$ cat config.mk
export PLATFORM = sky130hd
export DESIGN_NAME = uart_tx_sched
export DESIGN_NICKNAME = d
export VERILOG_FILES = /design/src/rtl/uart_tx_sched.sv
export SDC_FILE = /design/constraint.sdc
export NUM_CORES = 1
export LEC_CHECK = 0
export ABC_AREA = 1
export CAP_MARGIN = 15
export CORE_MARGIN = 4
export CORE_UTILIZATION = 44
export CTS_CLUSTER_SIZE = 28
export DETAILED_ROUTE_END_ITERATION = 7
export PLACE_DENSITY = 0.75
export SLEW_MARGIN = 20
export SYNTH_ARGS = -nofsm -noshare
export SYNTH_HDL_FRONTEND = slang
export SYNTH_SLANG_ARGS = --single-unit
$ cat constraint.sdc
create_clock -name CLK -period 1.3 [get_ports CLK]
set_clock_uncertainty 0.05 [all_clocks]
set_input_delay 0.13 -clock CLK [delete_from_list [all_inputs] [get_ports CLK]]
set_output_delay 0.13 -clock CLK [all_outputs]
set_load 0.02 [all_outputs]
$ cat src/rtl/uart_tx_sched.sv
// uart_tx_sched: paces pops from the UART TX FIFO around its flag latency and hands each byte to the transmitter
module uart_tx_sched #(
  parameter int DATA_WIDTH    = 8,
  parameter int SETTLE_CYCLES = 2,
  parameter int TX_GAP        = 0,
  parameter int CNT_WIDTH     = 16
) (
  input  logic                  CLK,
  input  logic                  RESETn,
  input  logic                  ENABLE,
  input  logic                  FLUSH,
  input  logic                  FIFO_EMPTY,
  input  logic [DATA_WIDTH-1:0] FIFO_DATA,
  output logic                  FIFO_POP,
  output logic [DATA_WIDTH-1:0] TX_DATA,
  output logic                  TX_VALID,
  input  logic                  TX_READY,
  output logic                  BUSY,
  output logic [CNT_WIDTH-1:0]  SENT_COUNT
);
  typedef enum logic [1:0] {IDLE, SETTLE, POP, SEND} state_t;
  localparam logic [4:0] SETTLE_LD = 5'(SETTLE_CYCLES);
  localparam logic [4:0] GAP_LD    = 5'(SETTLE_CYCLES + TX_GAP);
  state_t                state_q, state_d;
  logic [4:0]            cnt_q, cnt_d;
  logic [DATA_WIDTH-1:0] data_q, data_d;
  logic                  valid_q, valid_d;
  logic [CNT_WIDTH-1:0]  sent_q, sent_d;
  always_comb begin
    state_d = state_q;
    cnt_d   = cnt_q;
    data_d  = data_q;
    valid_d = valid_q;
    sent_d  = sent_q;
    case (state_q)
      IDLE:
        if ((ENABLE || FLUSH) && !FIFO_EMPTY) begin
          state_d = SETTLE;
          cnt_d   = SETTLE_LD;
        end
      SETTLE: begin
        cnt_d = cnt_q - 5'd1;
        // FIFO flags are only trusted once the settle window has elapsed
        if (cnt_q == 5'd1) state_d = (FIFO_EMPTY || (!ENABLE && !FLUSH)) ? IDLE : POP;
      end
      POP: begin
        data_d = FIFO_DATA;
        if (FLUSH) begin
          state_d = SETTLE;
          cnt_d   = SETTLE_LD;
        end else begin
          state_d = SEND;
          valid_d = 1'b1;
        end
      end
      SEND:
        if (TX_READY) begin
          state_d = SETTLE;
          cnt_d   = GAP_LD;
          valid_d = 1'b0;
          sent_d  = sent_q + CNT_WIDTH'(1);
        end
      default: state_d = IDLE;
    endcase
  end
  always_ff @(posedge CLK or negedge RESETn) begin
    if (!RESETn) begin
      state_q <= IDLE;
      cnt_q   <= '0;
      data_q  <= '0;
      valid_q <= 1'b0;
      sent_q  <= '0;
    end else begin
      state_q <= state_d;
      cnt_q   <= cnt_d;
      data_q  <= data_d;
      valid_q <= valid_d;
      sent_q  <= sent_d;
    end
  end
  assign FIFO_POP   = state_q == POP;
  assign BUSY       = state_q != IDLE;
  assign TX_DATA    = data_q;
  assign TX_VALID   = valid_q;
  assign SENT_COUNT = sent_q;
endmodule

==> reports/qor.yml, run 1 <==
outcome:
  status: "finished with violations"
  violations: "negative setup slack"
route:
  route.final.wire_length_um: 4050
  drc: 0
  drtIter0Drc: 79
  drt_first_pass_iters: 5
  detail-route-antenna-nets: 0
  routedWlPerCell_um: 13.0
  dr_total_vias: 1501
  viasPerCell: 4.84
clocking:
  clock_sinks: 32
  cts_buffer_depth: 2
  worstSkewPairLatency_ns: 0.29
  cts_hold_buf: 0
  cts-root-buf: "clkbuf_8"
  cts_tree: "yes"
  path_clk_slew_ns: 0.07
  cts_made_buffers: 5
  h-tree-depth: 2
flow_run:
  drv_cap: 0
pwr:
  comb_power_share_pct: 51.9
  p_leak_nw: 1.32
  pwr-share-clk_pct: 16.7
  ir_drop_mv: 1.69
  p_sw_share_pct: 38.4
  p_per_area_nw_per_um2: 1830
  switchingPower_w: 0.00183
  power_w: 0.00477
  seqPwrFrac_pct: 31.4
  p_int_w: 0.00294
sta:
  tns_ns: -2.43
  setup_ws_ns: -0.152
  timing.fmax_ghz: 0.689
  setup_viol: 28
  hold_violations: 0
  period_share_pct: 112
  drv_slew: 0
  layout_min_cycle_time_ns: 1.45
  worst_slew_pin_slew_ns: 0.225
  rsz0062_at_grt: "yes"
  relSlewSlack_pct: 85.0
place:
  place_inst: 295
  place_congestion: 0.740
  dp_hpwl_um: 2790
  io_buffers: 40
  place_ws_ns: -0.175
yosys:
  synth_cells: 190
  syn_nets: 212
  avgSynthCellArea_um2: 8.76
  ys_seq_area_share_pct: 48.1
  netlist_area_um2: 1670
  synth.top_cell.area_share_pct: 48.1
  synth_edf_count: 0
  yosys_warnings: 0
  synthDistinctLibCells: 20
  synth_ff_type: "dfrtp_1"
  synth-async-reset-ratio_pct: 100
  synth.area.top_cells: "dfrtp_1, nand2_1, ha_1"
  yosys.area.top_type: "dfrtp_1"
  synth-seq-cells: 32
setup_path:
  crit_family: "buffers and inverters"
  critPathRequiredTime_ns: 1.42
  cp_num_buf_inv: 3
  arrival_ns: 1.57
  path_class: "reg2reg"
  crit_path_end_kind: "register"
  critPathMaxStageDelay_ns: 0.41
  startpoint_type: "register"
  cp_max_fo: 8
  path_cells: "buf_4 > buf_6 > ha_4 > buf_8 > mux2_4"
  worst_path_max_delay_cell: "dfrtp_1"
global_route:
  antenna_found_initial: 0
  grt-ovfl-total: 0
  grt_pass1_vias: 1480
  grt_usage_pct: 17.2
  grt_pass1_wl_um: 6620
  grt_start_max_net_pins: 33
floorplanning:
  core_um2: 3660
  io_pins: 41
  die_w_um: 69.5
  rows: 22
  die_area_um2: 4830
  dieHeight_um: 69.5
  initial_core_util_pct: 45.5
finish:
  utilization_pct: 71.1
  layout-drive-gt1-share_pct: 29.4
  antennaDiodeCount: 0
  instances_no_fill: 310
  nets: 283
  area_growth_pct: 56.2
min_path:
  hp-class: "in2async"
[power groups by stage]
stage	Combinational (W)	Clock [W]	Sequential, W
4_1_cts	0.00231	0.000814	0.00148
2_1_floorplan	0.00104	0	0.00174
3_3_place_gp	0.00219	0	0.00149
5_1_grt	0.00270	0.000860	0.00154
6_report	0.00247	0.000797	0.00150
3_5_place_dp	0.00223	0	0.00150
[cells in the mapped netlist (2+ instances only)]
cell type	number
nor2_4	3
nand4_1	4
nor2_2	2
nand3b_1	2
mux2_2	8
dfrtp_1	32
xor2_1	5
nand3_1	9
xnor2_1	4
inv_1	26
nand2_2	3
nor2_1	12
o21ai_0	10
nand2_1	57
ha_1	8
[cell families (layout without fill, tap and decap cells)]
logic type / count (synthesis) / after routing / synth area share (%)
AND/OR/NAND/NOR: 94 / 95 / 25.8
flip-flops: 32 / 32 / 48.1
buffers and inverters: 27 / 98 / 6.16
AO/OA/AOI/OAI: 12 / 12 / 3.83
XOR/XNOR: 9 / 9 / 4.73
adder cells (fa/ha/maj): 8 / 8 / 6.01
multiplexers: 8 / 8 / 5.41
[stage by stage]
| step | hold WS (ns) | area [um2] |
|---|---|---|
| after floorplan | -0.216 | 1750 |
| after global placement | 0.425 | 2340 |
| after detailed placement | 0.441 | 2340 |
| after CTS | 0.177 | 2490 |
| after global routing | 0.179 | 2600 |
| final | 0.158 | 2600 |
[path summary, 6_finish.rpt]
check                               startpoint              to  slack, ns  cells past startpoint
worst max-delay path                state_q[1]      TX_DATA[2]      -0.15                      5
worst min-delay path                    RESETn   SENT_COUNT[9]       0.16                      2
worst max register to register      state_q[1]      TX_DATA[2]      -0.15                      5
worst min register to register  SENT_COUNT[15]  SENT_COUNT[15]       0.45                      2
max in group asynchronous               RESETn   SENT_COUNT[0]       0.84                      2
min in group CLK                  FIFO_DATA[5]      TX_DATA[5]       0.41                      2
[registers in the layout, summed over array words and instances (netlist names)]
name        count
SENT_COUNT     16
TX_DATA         8
TX_VALID        1
cnt_q           5
state_q         2
[metal layers]
metal	global-route usage, %	vias up	wire length (um)
li1	-	747	-
met1	19.9	710	1630
met2	29.7	38	2140
met3	5.36	6	201
met4	6.51	0	70
met5	0	-	0
[cell usage in the layout (no fill, tap or decap), drive strengths merged]
cell / Yosys / routed
clkdlybuf4s50: 0 / 13
clkbuf: 0 / 10
clkdlybuf4s15: 0 / 1
nor2: 17 / 17
inv: 26 / 26
xor2: 5 / 5
nand2: 60 / 60
a2bb2oi: 1 / 1
nand3b: 2 / 2
buf: 1 / 27
ha: 8 / 8
mux2: 8 / 8
nor3: 1 / 1
dlygate4sd2: 0 / 21
nand4: 4 / 4
o21ai: 11 / 11
nand3: 10 / 11
dfrtp: 32 / 32
xnor2: 4 / 4
[worst reg2reg max path: stages, from the launching register on]
cell and delay [ns]:
dfrtp_1 0.41, buf_4 0.15, buf_6 0.11, ha_4 0.17
buf_8 0.15, mux2_4 0.30
[final cells by class]
| class | instances | area [um2] |
|---|---|---|
| repair buffers | 64 | 573 |
| inverters | 26 | 100 |
| clock buffers | 8 | 90.1 |
| well taps | 48 | 60.1 |
| flip-flops and latches | 32 | 803 |
| multi-input cells | 132 | 975 |
| fillers | 275 | 1060 |
[what timing repair did]
| item | 4_1_cts | 5_1_grt |
|---|---|---|
| gates cloned | 1 | 0 |
| gates resized for setup | 59 | 29 |
| pin swaps | 5 | 8 |
| buffers inserted | 1 | 5 |
| setup endpoints to repair | 55 | 36 |
Note: power is estimated with default switching activity, not from simulation.
==> inputs of run 2 (changes only) <==
--- a/config.mk
+++ b/config.mk
@@ -8,10 +8,10 @@
 export ABC_AREA = 1
 export CAP_MARGIN = 15
 export CORE_MARGIN = 4
-export CORE_UTILIZATION = 44
+export CORE_UTILIZATION = 45
 export CTS_CLUSTER_SIZE = 28
 export DETAILED_ROUTE_END_ITERATION = 7
-export PLACE_DENSITY = 0.75
+export DONT_BUFFER_PORTS = 1
 export SLEW_MARGIN = 20
 export SYNTH_ARGS = -nofsm -noshare
 export SYNTH_HDL_FRONTEND = slang
==> constraint.sdc (replaced) <==
create_clock -name CLK -period 1.7 [get_ports CLK]
set_clock_uncertainty 0.05 [all_clocks]
set_input_delay 0.17 -clock CLK [delete_from_list [all_inputs] [get_ports CLK]]
set_output_delay 0.17 -clock CLK [all_outputs]
set_load 0.02 [all_outputs]
==> run 2 against run 1 <==
  * The flow now finishes without violations
  * Critical path depth up 1
  * Final cell count shrank 16%
  * Count of clock-buffer cells in the layout down 2
  * Final area down 24%
==> reports/qor.yml, run 2 (synthesis gave the netlist of run 1 again) <==
outcome:
  status: "finished clean"  # was finished with violations
sta:
  hold_violations: 0  # unchanged
  drv_slew: 0  # unchanged
  whs_ns: 0.114  # was 0.158 ns
  period_share_pct: 89.0  # was 112%
  worst_slew_pin_slew_ns: 0.374  # was 0.225 ns
  setup_viol: 0  # was 28
  tns_ns: 0  # was -2.43 ns
  layout_min_cycle_time_ns: 1.51  # was 1.45 ns
  timing.fmax_ghz: 0.661  # was 0.689 GHz
  setup_ws_ns: 0.188  # was -0.152 ns
  rsz0062_at_grt: "no"  # was yes
  relSlewSlack_pct: 75.0  # was 85.0%
pwr:
  p_per_area_nw_per_um2: 1430  # was 1830 nW/um2
  p_int_w: 0.00169  # was 0.00294 W
  switchingPower_w: 0.00114  # was 0.00183 W
  power_w: 0.00283  # was 0.00477 W
  seqPwrFrac_pct: 46.2  # was 31.4%
  p_leak_nw: 0.963  # was 1.32 nW
  p_sw_share_pct: 40.3  # was 38.4%
  ir_drop_mv: 0.810  # was 1.69 mV
  comb_power_share_pct: 31.7  # was 51.9%
  pwr-share-clk_pct: 22.0  # was 16.7%
floorplanning:
  initial_core_util_pct: 48.4  # was 45.5%
  rows: 21  # was 22
  die_area_um2: 4740  # was 4830 um2
  core_um2: 3440  # was 3660 um2
  die_w_um: 68.8  # was 69.5 um
  dieHeight_um: 68.8  # was 69.5 um
  io_pins: 41  # unchanged
min_path:
  hp-class: "in2reg"  # was in2async
  hp-start: "TX_READY"
  min_path_cells: 2
  whs_endpoint: "SENT_COUNT[0]"
clocking:
  worstSkewPairLatency_ns: 0.28  # was 0.29 ns
  cts-root-buf: "clkbuf_8"  # unchanged
  cts_made_buffers: 5  # unchanged
  cts_resized: 0  # was 59
  h-tree-depth: 2  # unchanged
  path_clk_slew_ns: 0.07  # about the same
  cts_hold_buf: 11  # was 0
  clock_sinks: 32  # unchanged
  cts_tree: "yes"  # unchanged
  cts_buffer_depth: 2  # unchanged
  postCtsSetupRepairBufs: 0  # was 1
place:
  place_ws_ns: 0.210  # was -0.175 ns
  io_buffers: 0  # was 40
  dp_hpwl_um: 2490  # was 2790 um
  dpl-instance-area_um2: 1760  # was 2340 um2
  place_congestion: 0.846  # was 0.740
finish:
  final.fill_count: 313  # was 275
  final_common_cell: "nand2_1"  # unchanged
  layout-drive-gt1-share_pct: 15.0  # was 29.4%
  final_area_um2: 1970  # was 2600 um2
  largest_reg_flops: 16  # unchanged
  area_growth_pct: 18.5  # was 56.2%
  antennaDiodeCount: 0  # unchanged
  multi_input_area_um2: 762  # was 975 um2
  most-common-layout-cells: "nand2_1, dfrtp_1, inv_1"  # unchanged
  nets: 234  # was 283
  seqCellArea_um2: 801  # was 803 um2
route:
  routedWlPerCell_um: 13.1  # was 13.0 um
  viasPerCell: 4.97  # was 4.84
  detail-route-antenna-nets: 0  # unchanged
  route.final.wire_length_um: 3400  # was 4050 um
  drtIter0Drc: 41  # was 79
  dr_total_vias: 1288  # was 1501
  drt_first_pass_iters: 4  # was 5
  drc: 0  # unchanged
global_route:
  grt_pass1_wl_um: 5520  # was 6620 um
  grt_usage_pct: 16.1  # was 17.2%
  antenna_found_initial: 0  # unchanged
  grt_pass1_vias: 1283  # was 1480
  grt-ovfl-total: 0  # unchanged
  grt_start_max_net_pins: 33  # unchanged
setup_path:
  r2r_setup_slack_ns: 0.19  # was -0.15 ns
  startpoint_type: "register"  # unchanged
  r2r_cells: 6  # was 5
  rr_startpoint: "state_q[0]"  # was state_q[1]
  critPathRequiredTime_ns: 1.82  # was 1.42 ns
  arrival_ns: 1.63  # was 1.57 ns
  cp_max_fo: 6  # was 8
  crit-reg2reg-capture: "SENT_COUNT[14]"  # was TX_DATA[2]
  crit_path_end_kind: "register"  # unchanged
  path_class: "reg2reg"  # unchanged
flow_run:
  drv_cap: 0  # unchanged
## run 2: changes by cell type in the layout (fill, tap and decap cells not counted), sizes merged, moves of 2 or more
cell / delta
dlygate4sd2: -21
clkbuf: -4
dlygate4sd3: +10
clkdlybuf4s50: -13
clkinvlp: +2
buf: -21
## run 2: worst max path at each step
stage	start	endpoint	slack [ns]	cells past startpoint
after global routing	state_q[0]	SENT_COUNT[12]	0.04	6
after CTS	state_q[0]	SENT_COUNT[14]	0.19	6
after global placement	state_q[0]	SENT_COUNT[15]	0.26	8
after detailed placement	state_q[0]	SENT_COUNT[14]	0.21	6
final	state_q[0]	SENT_COUNT[14]	0.19	6
after floorplan	state_q[0]	cnt_q[3]	0.19	7
## run 2: area by class of cell
cell class	instances	share of cell area, %
clock buffer	6	4.19
clock inverter	2	0.761
inverter	26	4.95
multi-input combinational	131	38.6
sequential	32	40.6
tap	46	2.92
timing repair buffer	16	7.99
## run 2: power by group through the flow
stage | sequential, W | combinational [W] | clock, W
detailed placement | 0.00131 | 0.000870 | 0
finish | 0.00131 | 0.000896 | 0.000623
floorplan | 0.00130 | 0.000657 | 0
global route | 0.00134 | 0.00103 | 0.000672
global placement | 0.00131 | 0.000827 | 0
CTS | 0.00131 | 0.000904 | 0.000647
## run 2: metrics by stage
stage                     util [%]  std cells
final                         57.3        259
after floorplan                  -        190
after detailed placement      51.0        240
after global routing          57.3        259
after global placement        51.0        240
after CTS                     57.3        259
## run 2: routing by layer
metal	routed length, um	vias to the layer above	global-route usage [%]	share of wire (%)
met5	0	-	0	0
li1	-	638	-	-
met2	1570	49	25.6	46
met1	1500	597	19.2	44
met3	294	4	6.81	8.6
met4	34	0	6.57	1.0
## run 2: critical path, stage by stage (launching register included)
cell and delay [ns]:
dfrtp_1 0.42, ha_1 0.22, nand2_2 0.14, nor2_2 0.17
nand2_1 0.14, o21ai_0 0.18, nand2_1 0.07
==> inputs of run 3 (changes only) <==
--- a/config.mk
+++ b/config.mk
@@ -8,7 +8,7 @@
 export ABC_AREA = 1
 export CAP_MARGIN = 15
 export CORE_MARGIN = 4
-export CORE_UTILIZATION = 45
+export CORE_UTILIZATION = 44
 export CTS_CLUSTER_SIZE = 28
 export DETAILED_ROUTE_END_ITERATION = 7
 export DONT_BUFFER_PORTS = 1
==> constraint.sdc (replaced) <==
create_clock -name CLK -period 1.6 [get_ports CLK]
set_clock_uncertainty 0.05 [all_clocks]
set_input_delay 0.16 -clock CLK [delete_from_list [all_inputs] [get_ports CLK]]
set_output_delay 0.16 -clock CLK [all_outputs]
set_load 0.02 [all_outputs]
==> run 3 against run 2 <==
  * Combinational power up 15%
  * First-iteration DRC count grew 85%
  * Hold slack worse by 0.018 ns
  * Routed wire length is essentially flat
  * Flip-flop and latch count unchanged
  * Power up 7.3%
  * Register-to-register slack got worse by 0.06 ns
  * Clock power up 3.5%
  * Worst setup slack got worse by 0.12 ns
  * Via count increased by 3.9%
  * Largest cell class unchanged
==> reports/qor.yml, run 3 (synthesis gave the netlist of run 1 again) <==
floorplanning:
  rows: 22  # was 21
  die_area_um2: 4830  # was 4740 um2
  dieHeight_um: 69.5  # was 68.8 um
  initial_core_util_pct: 45.5  # was 48.4%
  die_w_um: 69.5  # was 68.8 um
  io_pins: 41  # unchanged
  core_um2: 3660  # was 3440 um2
clocking:
  path_clk_slew_ns: 0.06  # was 0.07 ns
  clock_sinks: 32  # unchanged
  worstSkewPairLatency_ns: 0.29  # was 0.28 ns
  cts_made_buffers: 5  # unchanged
  cts-root-buf: "clkbuf_8"  # unchanged
  cts_tree: "yes"  # unchanged
  h-tree-depth: 2  # unchanged
  cts_buffer_depth: 2  # unchanged
setup_path:
  r2r_cells: 6  # unchanged
  arrival_ns: 1.32  # was 1.63 ns
  path_class: "reg2out"  # was reg2reg
  critPathRequiredTime_ns: 1.39  # was 1.82 ns
  worst_path_max_delay_cell: "dfrtp_1"  # unchanged
  setup.worst_path.start: "state_q[0]"  # unchanged
  path_cells: "inv_1 > ha_1 > buf_6 > buf_4"  # was ha_1 > nand2_2 > nor2_2 > nand2_1 > o21ai_0 > nand2_1
  crit-reg2reg-capture: "SENT_COUNT[12]"  # was SENT_COUNT[14]
  r2r_setup_slack_ns: 0.13  # was 0.19 ns
  cp_max_fo: 10  # was 6
  startpoint_type: "register"  # unchanged
  critPathMaxStageDelay_ns: 0.41  # was 0.42 ns
  rr_startpoint: "state_q[0]"  # unchanged
  crit_path_end_kind: "primary output"  # was register
finish:
  final_area_um2: 2060  # was 1970 um2
  largest_reg_flops: 16  # unchanged
  most-common-layout-cells: "nand2_1, dfrtp_1, inv_1"  # unchanged
  final_common_cell: "nand2_1"  # unchanged
  layout-drive-gt1-share_pct: 20.1  # was 15.0%
  antennaDiodeCount: 0  # unchanged
  area_growth_pct: 24.0  # was 18.5%
  nets: 245  # was 234
route:
  viasPerCell: 4.92  # was 4.97
  drc: 0  # unchanged
  dr_total_vias: 1338  # was 1288
  route.final.wire_length_um: 3400  # about the same
  drt_first_pass_iters: 4  # unchanged
  drtIter0Drc: 76  # was 41
  routedWlPerCell_um: 12.5  # was 13.1 um
  detail-route-antenna-nets: 0  # unchanged
place:
  dp_hpwl_um: 2480  # was 2490 um
  place_ws_ns: 0.109  # was 0.210 ns
  io_buffers: 0  # unchanged
  place_congestion: 0.798  # was 0.846
  dpl-instance-area_um2: 1830  # was 1760 um2
sta:
  layout_min_cycle_time_ns: 1.53
  hold_violations: 0  # unchanged
  period_share_pct: 95.6
  setup_viol: 0  # unchanged
  rsz0062_at_grt: "yes"  # was no
  relSlewSlack_pct: 79.2  # was 75.0%
  timing.fmax_ghz: 0.654
  drv_slew: 0  # unchanged
  worst_slew_pin_slew_ns: 0.311  # was 0.374 ns
  setup_ws_ns: 0.0700  # was 0.188 ns
flow_run:
  drv_cap: 0  # unchanged
global_route:
  grt_usage_pct: 15.4  # was 16.1%
  grt_start_max_net_pins: 33  # unchanged
  grt-ovfl-total: 0  # unchanged
  grt_pass1_wl_um: 5930  # was 5520 um
  antenna_found_initial: 0  # unchanged
  grt_pass1_vias: 1307  # was 1283
pwr:
  p_per_area_nw_per_um2: 1470  # was 1430 nW/um2
  p_leak_nw: 1.03  # was 0.963 nW
  ir_drop_mv: 0.932  # was 0.810 mV
min_path:
  hp-start: "TX_READY"  # unchanged
  whs_endpoint: "SENT_COUNT[0]"  # unchanged
  hp-class: "in2reg"  # unchanged
  min_path_cells: 2  # unchanged
outcome:
  status: "finished clean"  # unchanged
-- run 3: cell count changes in the layout (fill, tap and decap cells not counted) --
| cell | before | now |
|---|---|---|
| clkinvlp_4 | 2 | 0 |
| nand3_1 | 9 | 8 |
| clkinv_2 | 0 | 2 |
| buf_6 | 0 | 1 |
| ha_2 | 0 | 1 |
| ha_1 | 8 | 7 |
| buf_4 | 5 | 15 |
| nand3_2 | 1 | 2 |
-- run 3: worst max-delay path by stage --
stage	endpoint	cells past startpoint	slack, ns
detailed placement	SENT_COUNT[14]	6	0.11
floorplan	cnt_q[3]	7	0.09
CTS	FIFO_POP	4	0.02
global route	SENT_COUNT[14]	6	-0.04
global placement	SENT_COUNT[12]	6	0.16
finish	FIFO_POP	4	0.07
-- run 3: final cells by class --
type                            count  area, um2
Sequential cell                    32        801
Fill cell                         335       1600
Clock buffer                        6       82.6
Timing Repair Buffer               27        244
Multi-Input combinational cell    131        769
Clock inverter                      2       10.0
Inverter                           26       97.6
Tap cell                           48       60.1
-- run 3: critical path, delay by kind of cell, from the launching register on --
family / cells / cell delay [ns]
flip-flops: 1 / 0.41
adder cells (fa/ha/maj): 1 / 0.23
buffers and inverters: 3 / 0.39
-- run 3: layer usage --
| layer | part of all wire, % | wire, um | global-route usage, % |
|---|---|---|---|
| met5 | 0 | 0 | 0 |
| met1 | 40 | 1370 | 17.7 |
| met2 | 50 | 1720 | 25.7 |
| met3 | 7.5 | 255 | 5.94 |
| met4 | 1.6 | 56 | 5.86 |
-- run 3: repair_timing --
action | in CTS | in global routing
setup endpoints to repair | 0 | 6
hold endpoints to repair | 41 | 0
gates resized for setup | 0 | 3
hold buffers | 11 | 0
buffers inserted | 0 | 1
-- run 3: metrics by stage --
stage	utilization, %	TNS [ns]	instances	hold slack (ns)	total power, W
after floorplan	-	0	190	-0.186	0.00208
after detailed placement	50.1	0	252	-0.184	0.00234
final	56.4	0	272	0.0959	0.00303
after CTS	55.9	0	271	0.0918	0.00304
after global placement	50.1	0	252	-0.185	0.00230
after global routing	56.4	-0.0836	272	0.0950	0.00326
-- run 3: power by group --
group          internal [W]  leakage [nW]  switching (W)
Combinational      0.000450         0.563       0.000580
Sequential          0.00104         0.413       0.000317
Clock              0.000343        0.0510       0.000302
